File: src/rtl/alu_if.sv
`default_nettype none
// ============================================================================
//  Module      : alu_if
//  Description : Operand/result bundle for the 16-bit sign-magnitude ALU.
//                master drives the operation (func_c, in_fc, in1_m2, in2_m7)
//                and receives the results (op, out_r0, out_flag, out_oflw);
//                slave is the ALU side.
//  Revision    : 1.0  initial release
// ============================================================================
interface alu_if;
    logic [3:0]  func_c;    // operation code, used when in_fc = 00
    logic [1:0]  in_fc;     // 00 execute, 01 compare, 10 move, 11 hold
    logic [15:0] in1_m2;    // operand A, sign-magnitude
    logic [15:0] in2_m7;    // operand B, sign-magnitude
    logic [15:0] op;        // primary result
    logic [15:0] out_r0;    // secondary result, bit 15 always 0
    logic        out_flag;  // zero / equal flag
    logic        out_oflw;  // overflow / illegal-operation flag

    modport master (
        output func_c, in_fc, in1_m2, in2_m7,
        input  op, out_r0, out_flag, out_oflw
    );

    modport slave (
        input  func_c, in_fc, in1_m2, in2_m7,
        output op, out_r0, out_flag, out_oflw
    );
endinterface
`default_nettype wire

File: src/rtl/alu.sv
`default_nettype none
// ============================================================================
//  Module      : alu
//  Description : 16-bit sign-magnitude ALU, one-cycle registered latency,
//                one operation accepted every cycle.
//  Ports       : clk  - clock, outputs registered on rising edge
//                rst  - asynchronous active-high reset, clears all outputs
//                bus  - alu_if.slave: func_c, in_fc, in1_m2, in2_m7 in;
//                       op, out_r0, out_flag, out_oflw out
//  Options     : ALU_DIV_EN - when defined a divider is built for func_c 0101;
//                otherwise 0101 reports an illegal operation (out_oflw = 1).
//  Revision    : 1.0  initial release
// ============================================================================
module alu (
    input  wire logic clk,
    input  wire logic rst,
    alu_if.slave      bus
);
    localparam logic [1:0] c_FC_EXEC = 2'b00;
    localparam logic [1:0] c_FC_CMP  = 2'b01;
    localparam logic [1:0] c_FC_MOVE = 2'b10;

    localparam logic [3:0] c_ADD = 4'h0;
    localparam logic [3:0] c_SUB = 4'h1;
    localparam logic [3:0] c_AND = 4'h2;
    localparam logic [3:0] c_OR  = 4'h3;
    localparam logic [3:0] c_MUL = 4'h4;
    localparam logic [3:0] c_DIV = 4'h5;
    localparam logic [3:0] c_XOR = 4'h6;
    localparam logic [3:0] c_NOT = 4'h7;
    localparam logic [3:0] c_SHL = 4'h8;
    localparam logic [3:0] c_SHR = 4'h9;
    localparam logic [3:0] c_INC = 4'hA;
    localparam logic [3:0] c_DEC = 4'hB;

    logic        w_sa, w_sb;
    logic [14:0] w_ma, w_mb;
    assign w_sa = bus.in1_m2[15];
    assign w_ma = bus.in1_m2[14:0];
    assign w_sb = bus.in2_m7[15];
    assign w_mb = bus.in2_m7[14:0];

    // ADD/SUB/INC/DEC share one sign-magnitude adder: SUB flips B's sign,
    // INC/DEC replace B with +1/-1.
    logic        w_add_sb;
    logic [14:0] w_add_mb;
    always_comb begin
        w_add_sb = w_sb;
        w_add_mb = w_mb;
        case (bus.func_c)
            c_SUB:   w_add_sb = ~w_sb;
            c_INC:   begin w_add_sb = 1'b0; w_add_mb = 15'd1; end
            c_DEC:   begin w_add_sb = 1'b1; w_add_mb = 15'd1; end
            default: ;
        endcase
    end

    logic [15:0] w_add_sum;
    logic [14:0] w_sub_ab, w_sub_ba;
    logic        w_a_ge_b;
    assign w_add_sum = {1'b0, w_ma} + {1'b0, w_add_mb};
    assign w_sub_ab  = w_ma - w_add_mb;
    assign w_sub_ba  = w_add_mb - w_ma;
    assign w_a_ge_b  = (w_ma >= w_add_mb);

    // Like signs add magnitudes (may carry out); unlike signs subtract the
    // smaller magnitude from the larger and take the larger one's sign.
    logic        w_add_sign, w_add_ovf;
    logic [14:0] w_add_mag;
    always_comb begin
        w_add_sign = w_sa;
        w_add_mag  = w_add_sum[14:0];
        w_add_ovf  = w_add_sum[15];
        if (w_sa != w_add_sb) begin
            w_add_ovf = 1'b0;
            if (w_a_ge_b) begin
                w_add_sign = w_sa;
                w_add_mag  = w_sub_ab;
            end else begin
                w_add_sign = w_add_sb;
                w_add_mag  = w_sub_ba;
            end
        end
    end

    logic [29:0] w_prod;
    assign w_prod = 30'(w_ma) * 30'(w_mb);

`ifdef ALU_DIV_EN
    // Quotient is forced to 0 on divide-by-zero so the result normalizes to +0;
    // the remainder output then carries |A|.
    logic        w_div0;
    logic [14:0] w_quo, w_rem;
    assign w_div0 = (w_mb == 15'd0);
    assign w_quo  = w_div0 ? 15'd0 : (w_ma / w_mb);
    assign w_rem  = w_div0 ? w_ma  : (w_ma % w_mb);
`endif

    // Numeric values for compare; -0 and +0 both map to 0.
    logic signed [15:0] w_va, w_vb;
    assign w_va = w_sa ? -$signed({1'b0, w_ma}) : $signed({1'b0, w_ma});
    assign w_vb = w_sb ? -$signed({1'b0, w_mb}) : $signed({1'b0, w_mb});

    logic [15:0] r_op, r_r0;
    logic        r_flag, r_oflw;

    logic [15:0] w_res, w_op_nxt, w_r0_nxt;
    logic        w_flag_nxt, w_oflw_nxt;
    always_comb begin
        w_res      = 16'h0000;
        w_op_nxt   = 16'h0000;
        w_r0_nxt   = 16'h0000;
        w_flag_nxt = 1'b0;
        w_oflw_nxt = 1'b0;
        case (bus.in_fc)
            c_FC_EXEC: begin
                case (bus.func_c)
                    c_ADD, c_SUB, c_INC, c_DEC: begin
                        w_res      = {w_add_sign, w_add_mag};
                        w_oflw_nxt = w_add_ovf;
                    end
                    c_MUL: begin
                        w_res      = {w_sa ^ w_sb, w_prod[14:0]};
                        w_r0_nxt   = {1'b0, w_prod[29:15]};
                        w_oflw_nxt = |w_prod[29:15];
                    end
                    c_DIV: begin
`ifdef ALU_DIV_EN
                        w_res      = {w_sa ^ w_sb, w_quo};
                        w_r0_nxt   = {1'b0, w_rem};
                        w_oflw_nxt = w_div0;
`else
                        w_oflw_nxt = 1'b1;
`endif
                    end
                    c_AND:   w_res = bus.in1_m2 & bus.in2_m7;
                    c_OR:    w_res = bus.in1_m2 | bus.in2_m7;
                    c_XOR:   w_res = bus.in1_m2 ^ bus.in2_m7;
                    c_NOT:   w_res = ~bus.in1_m2;
                    c_SHL:   w_res = bus.in1_m2 << bus.in2_m7[3:0];
                    c_SHR:   w_res = bus.in1_m2 >> bus.in2_m7[3:0];
                    default: ;
                endcase
                // A zero magnitude is always reported as +0.
                w_op_nxt   = (w_res[14:0] == 15'd0) ? 16'h0000 : w_res;
                w_flag_nxt = (w_op_nxt == 16'h0000);
            end
            c_FC_CMP: begin
                w_flag_nxt = (w_va == w_vb);
                w_r0_nxt   = {15'd0, (w_va < w_vb)};
            end
            c_FC_MOVE: begin
                w_op_nxt   = (w_mb == 15'd0) ? 16'h0000 : bus.in2_m7;
                w_flag_nxt = (w_op_nxt == 16'h0000);
            end
            default: begin
                w_op_nxt   = r_op;
                w_r0_nxt   = r_r0;
                w_flag_nxt = r_flag;
                w_oflw_nxt = r_oflw;
            end
        endcase
    end

    always_ff @(posedge clk or posedge rst) begin
        if (rst) begin
            r_op   <= 16'h0000;
            r_r0   <= 16'h0000;
            r_flag <= 1'b0;
            r_oflw <= 1'b0;
        end else begin
            r_op   <= w_op_nxt;
            r_r0   <= w_r0_nxt;
            r_flag <= w_flag_nxt;
            r_oflw <= w_oflw_nxt;
        end
    end

    assign bus.op       = r_op;
    assign bus.out_r0   = r_r0;
    assign bus.out_flag = r_flag;
    assign bus.out_oflw = r_oflw;
endmodule
`default_nettype wire

File: src/flat_wrapper.sv
// flat-port wrapper written by rule: the top's interface ports become plain ports
module alu_flat 
  (clk, rst, bus_func_c, bus_in_fc, bus_in1_m2, bus_in2_m7, bus_op, bus_out_r0, bus_out_flag, bus_out_oflw);
  alu_if bus_i ();
  input  wire logic clk;
  input  wire logic rst;
  input wire logic [$bits(bus_i.func_c)-1:0] bus_func_c;
  input wire logic [$bits(bus_i.in_fc)-1:0] bus_in_fc;
  input wire logic [$bits(bus_i.in1_m2)-1:0] bus_in1_m2;
  input wire logic [$bits(bus_i.in2_m7)-1:0] bus_in2_m7;
  output wire logic [$bits(bus_i.op)-1:0] bus_op;
  output wire logic [$bits(bus_i.out_r0)-1:0] bus_out_r0;
  output wire logic [$bits(bus_i.out_flag)-1:0] bus_out_flag;
  output wire logic [$bits(bus_i.out_oflw)-1:0] bus_out_oflw;
  assign bus_i.func_c = bus_func_c;
  assign bus_i.in_fc = bus_in_fc;
  assign bus_i.in1_m2 = bus_in1_m2;
  assign bus_i.in2_m7 = bus_in2_m7;
  assign bus_op = bus_i.op;
  assign bus_out_r0 = bus_i.out_r0;
  assign bus_out_flag = bus_i.out_flag;
  assign bus_out_oflw = bus_i.out_oflw;
  alu u_core (.clk(clk), .rst(rst), .bus(bus_i));
endmodule
File: config.mk
export PLATFORM = sky130hd
export DESIGN_NAME = alu_flat
export DESIGN_NICKNAME = d
export VERILOG_FILES = /design/src/rtl/alu_if.sv /design/src/rtl/alu.sv /design/src/flat_wrapper.sv
export SDC_FILE = /design/constraint.sdc
export NUM_CORES = 1
export LEC_CHECK = 0
export ABC_AREA = 1
export BUFFER_PORTS_ARGS = -buffer_cell sky130_fd_sc_hd__buf_2
export CORE_MARGIN = 3
export CORE_UTILIZATION = 28
export CTS_CLUSTER_DIAMETER = 100
export DETAILED_ROUTE_END_ITERATION = 16
export PLACE_DENSITY = 0.42
export SYNTH_ARGS = -nofsm -noshare
export SYNTH_HDL_FRONTEND = slang
export SYNTH_SLANG_ARGS = --single-unit
File: constraint.sdc
create_clock -name clk -period 1.15 [get_ports clk]
set_input_delay 0.1725 -clock clk [delete_from_list [all_inputs] [get_ports clk]]
set_output_delay 0.1725 -clock clk [all_outputs]
set_load 0.03 [all_outputs]
==> results.json <==
{
  "multi_input_area_um2": 14690,
  "grt_usage": 0.2535,
  "antenna_found_initial": 0,
  "fin_total_pwr_mw": 72.44,
  "regArea_um2": 825.8,
  "p_per_area_nw_per_um2": 2955,
  "drtIter0Drc": 1099,
  "rsz0062_at_grt": "true",
  "vias": 18220,
  "setup_viol": 34,
  "synth_xor_area_frac": 0.03366,
  "place_ws_ns": -4.824,
  "antenna_cells": 0,
  "drv_cap": 0,
  "synth-simple-area-share": 0.3007,
  "netlist_instances": 2482,
  "final_cell_count_no_fill": 3845,
  "stdcell_area_um2": 24510,
  "synth_top_family_by_area": "adder cells",
  "synthTopCellsByArea": "fa_1, nand2_1, ha_1",
  "grt_overflow": 0,
  "finalWorstSetupSlack_ns": -4.137,
  "whs_ns": 0.4795,
  "place_area_um2": 21470,
  "synth_top_cell_area_share": 0.2144,
  "cp-startpoint": "bus_in1_m2[10]",
  "die-area_um2": 59580,
  "reg2reg_depth": 2,
  "avgSynthCellArea_um2": 6.396,
  "final_util": 0.4406,
  "wl_per_cell_um": 19.88,
  "ys.flop_type": "dfrtp_1",
  "synth_top_cell_by_area": "fa_1",
  "slew_headroom": 0.6461,
  "grt_max_degree": 34,
  "p_leak_nw": 13.32,
  "synth-adder-area-share": 0.3665,
  "h-tree-depth": 2,
  "drive_gt1_frac": 0.3587,
  "synth_fp_nets": 2885,
  "syn2layout_area_growth_pct": 54.40,
  "synth_compound_area_frac": 0.09671,
  "cts_root_buf": "clkbuf_16",
  "end_kind": "register",
  "cpMostUsedCell": "nand2_1",
  "dp_hpwl_mm": 65.54,
  "clkTransAtPathRegs_ns": 0.06,
  "rrSetupSlack_ns": 0.39,
  "drtPass1Iterations": 5,
  "synth.most_common_cell": "nand2_1",
  "via_per_inst": 4.739,
  "fin_nets": 3499,
  "cp_data_arrival_time_ns": 5.48,
  "period_share": 4.597,
  "async_reset_ff_frac": 1.000,
  "synth_edf_count": 0,
  "grt_pass1_vias": 18600,
  "cts-buffers-inserted": 5,
  "vdd_drop_max_mv": 5.656,
  "outcome": "complete, but fails checks",
  "fin_skew_ns": 0,
  "yosys-top-cells-count": "nand2_1, inv_1, ha_1",
  "clock-sinks": 33,
  "chipWidth_um": 244.1,
  "cpMaxStageDelayCell": "fa_1",
  "hp-class": "in -> async",
  "r2r_start": "u_core.bus.op[6]",
  "worst_slew_pin_slew_ns": 0.5260,
  "finalSetupTns_ns": -114.83,
  "crit_fanout": 5,
  "dp.cells": 3764,
  "synth_cell_type_count": 47,
  "maxSlewViolCount": 0,
  "routed_wl_mm": 76.44,
  "grt_pass1_wl_mm": 115.2,
  "ys_seq_area_frac": 0.05202,
  "core_area_um2": 55630,
  "violations": "negative setup slack",
  "yosysWarnings": 0,
  "worst_path_largest_cell_delay_ns": 0.55,
  "rows": 86,
  "start_util": 0.2853,
  "worstSetupStartpointType": "input port",
  "synthMuxAreaShare": 0.001892,
  "die-height_um": 244.1,
  "netlist_area_um2": 15870,
  "routabilityCongestion": 0.9596,
  "ys_seq_elements": 33,
  "cts_tree": "built",
  "ant_nets": 0,
  "timing.final.hold_violations": 0,
  "rr_endpoint": "u_core.bus.op[6]",
  "max_freq_ghz": 0.1892,
  "cp.required_ns": 1.34,
  "finalCriticalPeriod_ns": 5.287,
  "drc": 0,
  "path_class": "in -> reg",
  "cts.path.max_buffers": 2,
  "port_buffers": 72,
  "fillCellCount": 5864,
  "clk-insertion-delay-late_ns": 0.29,
  "ios": 74
}
[cell families (layout without fill, tap and decap cells)]
family	count (synthesis)	count (layout)
other cells	1	1
buf+inv	589	1203
xor+xnor	61	61
simple gates	1167	1168
flops	33	33
compound gates	265	265
mux	3	3
fa+ha+maj	363	363
[registers in the layout, indices dropped and copies added, names as in the netlist]
signal and cells:
u_core.bus.op 16, u_core.bus.out_oflw 1, u_core.bus.out_r0 15, u_core.bus.out_flag 1
[critical path: cells and delay by family]
kind	cells	cell delay, ns
buffers and inverters	6	0.52
AND/OR/NAND/NOR	10	0.80
adder cells (fa/ha/maj)	7	3.12
AO/OA/AOI/OAI	3	0.64
XOR/XNOR	1	0.20
[layout make-up]
| type | instances | share of cell area |
|---|---|---|
| tap | 748 | 0.03818 |
| multi-input combinational | 1861 | 0.5993 |
| sequential | 33 | 0.03369 |
| clock buffer | 7 | 0.005820 |
| timing repair buffer | 713 | 0.2474 |
| inverter | 482 | 0.07443 |
| clock inverter | 1 | 0.001225 |
[what timing repair did]
action | CTS | global route
endpoints found under the hold margin | 33 | 0
pin swaps | 120 | 116
endpoints found under the setup margin | 34 | 34
hold buffers | 1 | 0
gates resized for setup | 352 | 225
setup buffers | 47 | 37
gates cloned | 2 | 0
[routing by layer]
layer,routed length [um],track usage,vias to the layer above,part of all wire
li1,-,-,8848,-
met1,33790,0.3371,8867,0.44
met2,36760,0.4341,416,0.48
met3,2824,0.01700,92,0.037
met4,3066,0.08927,0,0.040
met5,0,0,-,0
[power breakdown]
group | total, mW | switching, mW | leakage (nW) | internal (mW)
clock network | 1.64 | 0.551 | 0.0841 | 1.08
logic | 69.3 | 37.4 | 12.8 | 32.0
registers | 1.46 | 0.115 | 0.445 | 1.35
total | 72.4 | 38.0 | 13.3 | 34.4
[placed cells by master (no fill, tap or decap), types with 10 or more instances in the layout]
cell and n:
buf_8 18, nand4_1 27, nor2_2 24, inv_2 64, a21oi_4 10, buf_4 553
nand3_1 107, fa_2 12, nor2_1 127, inv_1 413, buf_6 64, nor2_4 33
a21oi_2 13, nand2_1 679, xor2_1 48, ha_1 138, buf_12 33, nand2_2 79
dfrtp_1 33, o21ai_0 66, buf_2 42, ha_4 52, nand3_2 15, o21ai_1 17
nand2_4 38, nor3_1 17, o211ai_1 17, a21oi_1 78, fa_1 158
[how the worst max path moves through the flow]
stage / end / cells past startpoint / slack, ns
3_5_place_dp: u_core.bus.out_flag / 28 / -4.82
5_1_grt: u_core.bus.out_oflw / 30 / -4.35
2_1_floorplan: u_core.bus.out_oflw / 32 / -4.18
4_1_cts: u_core.bus.out_oflw / 29 / -4.17
6_report: u_core.bus.out_oflw / 27 / -4.14
3_3_place_gp: u_core.bus.out_oflw / 28 / -4.82
Power figures use the tool's default switching activity.
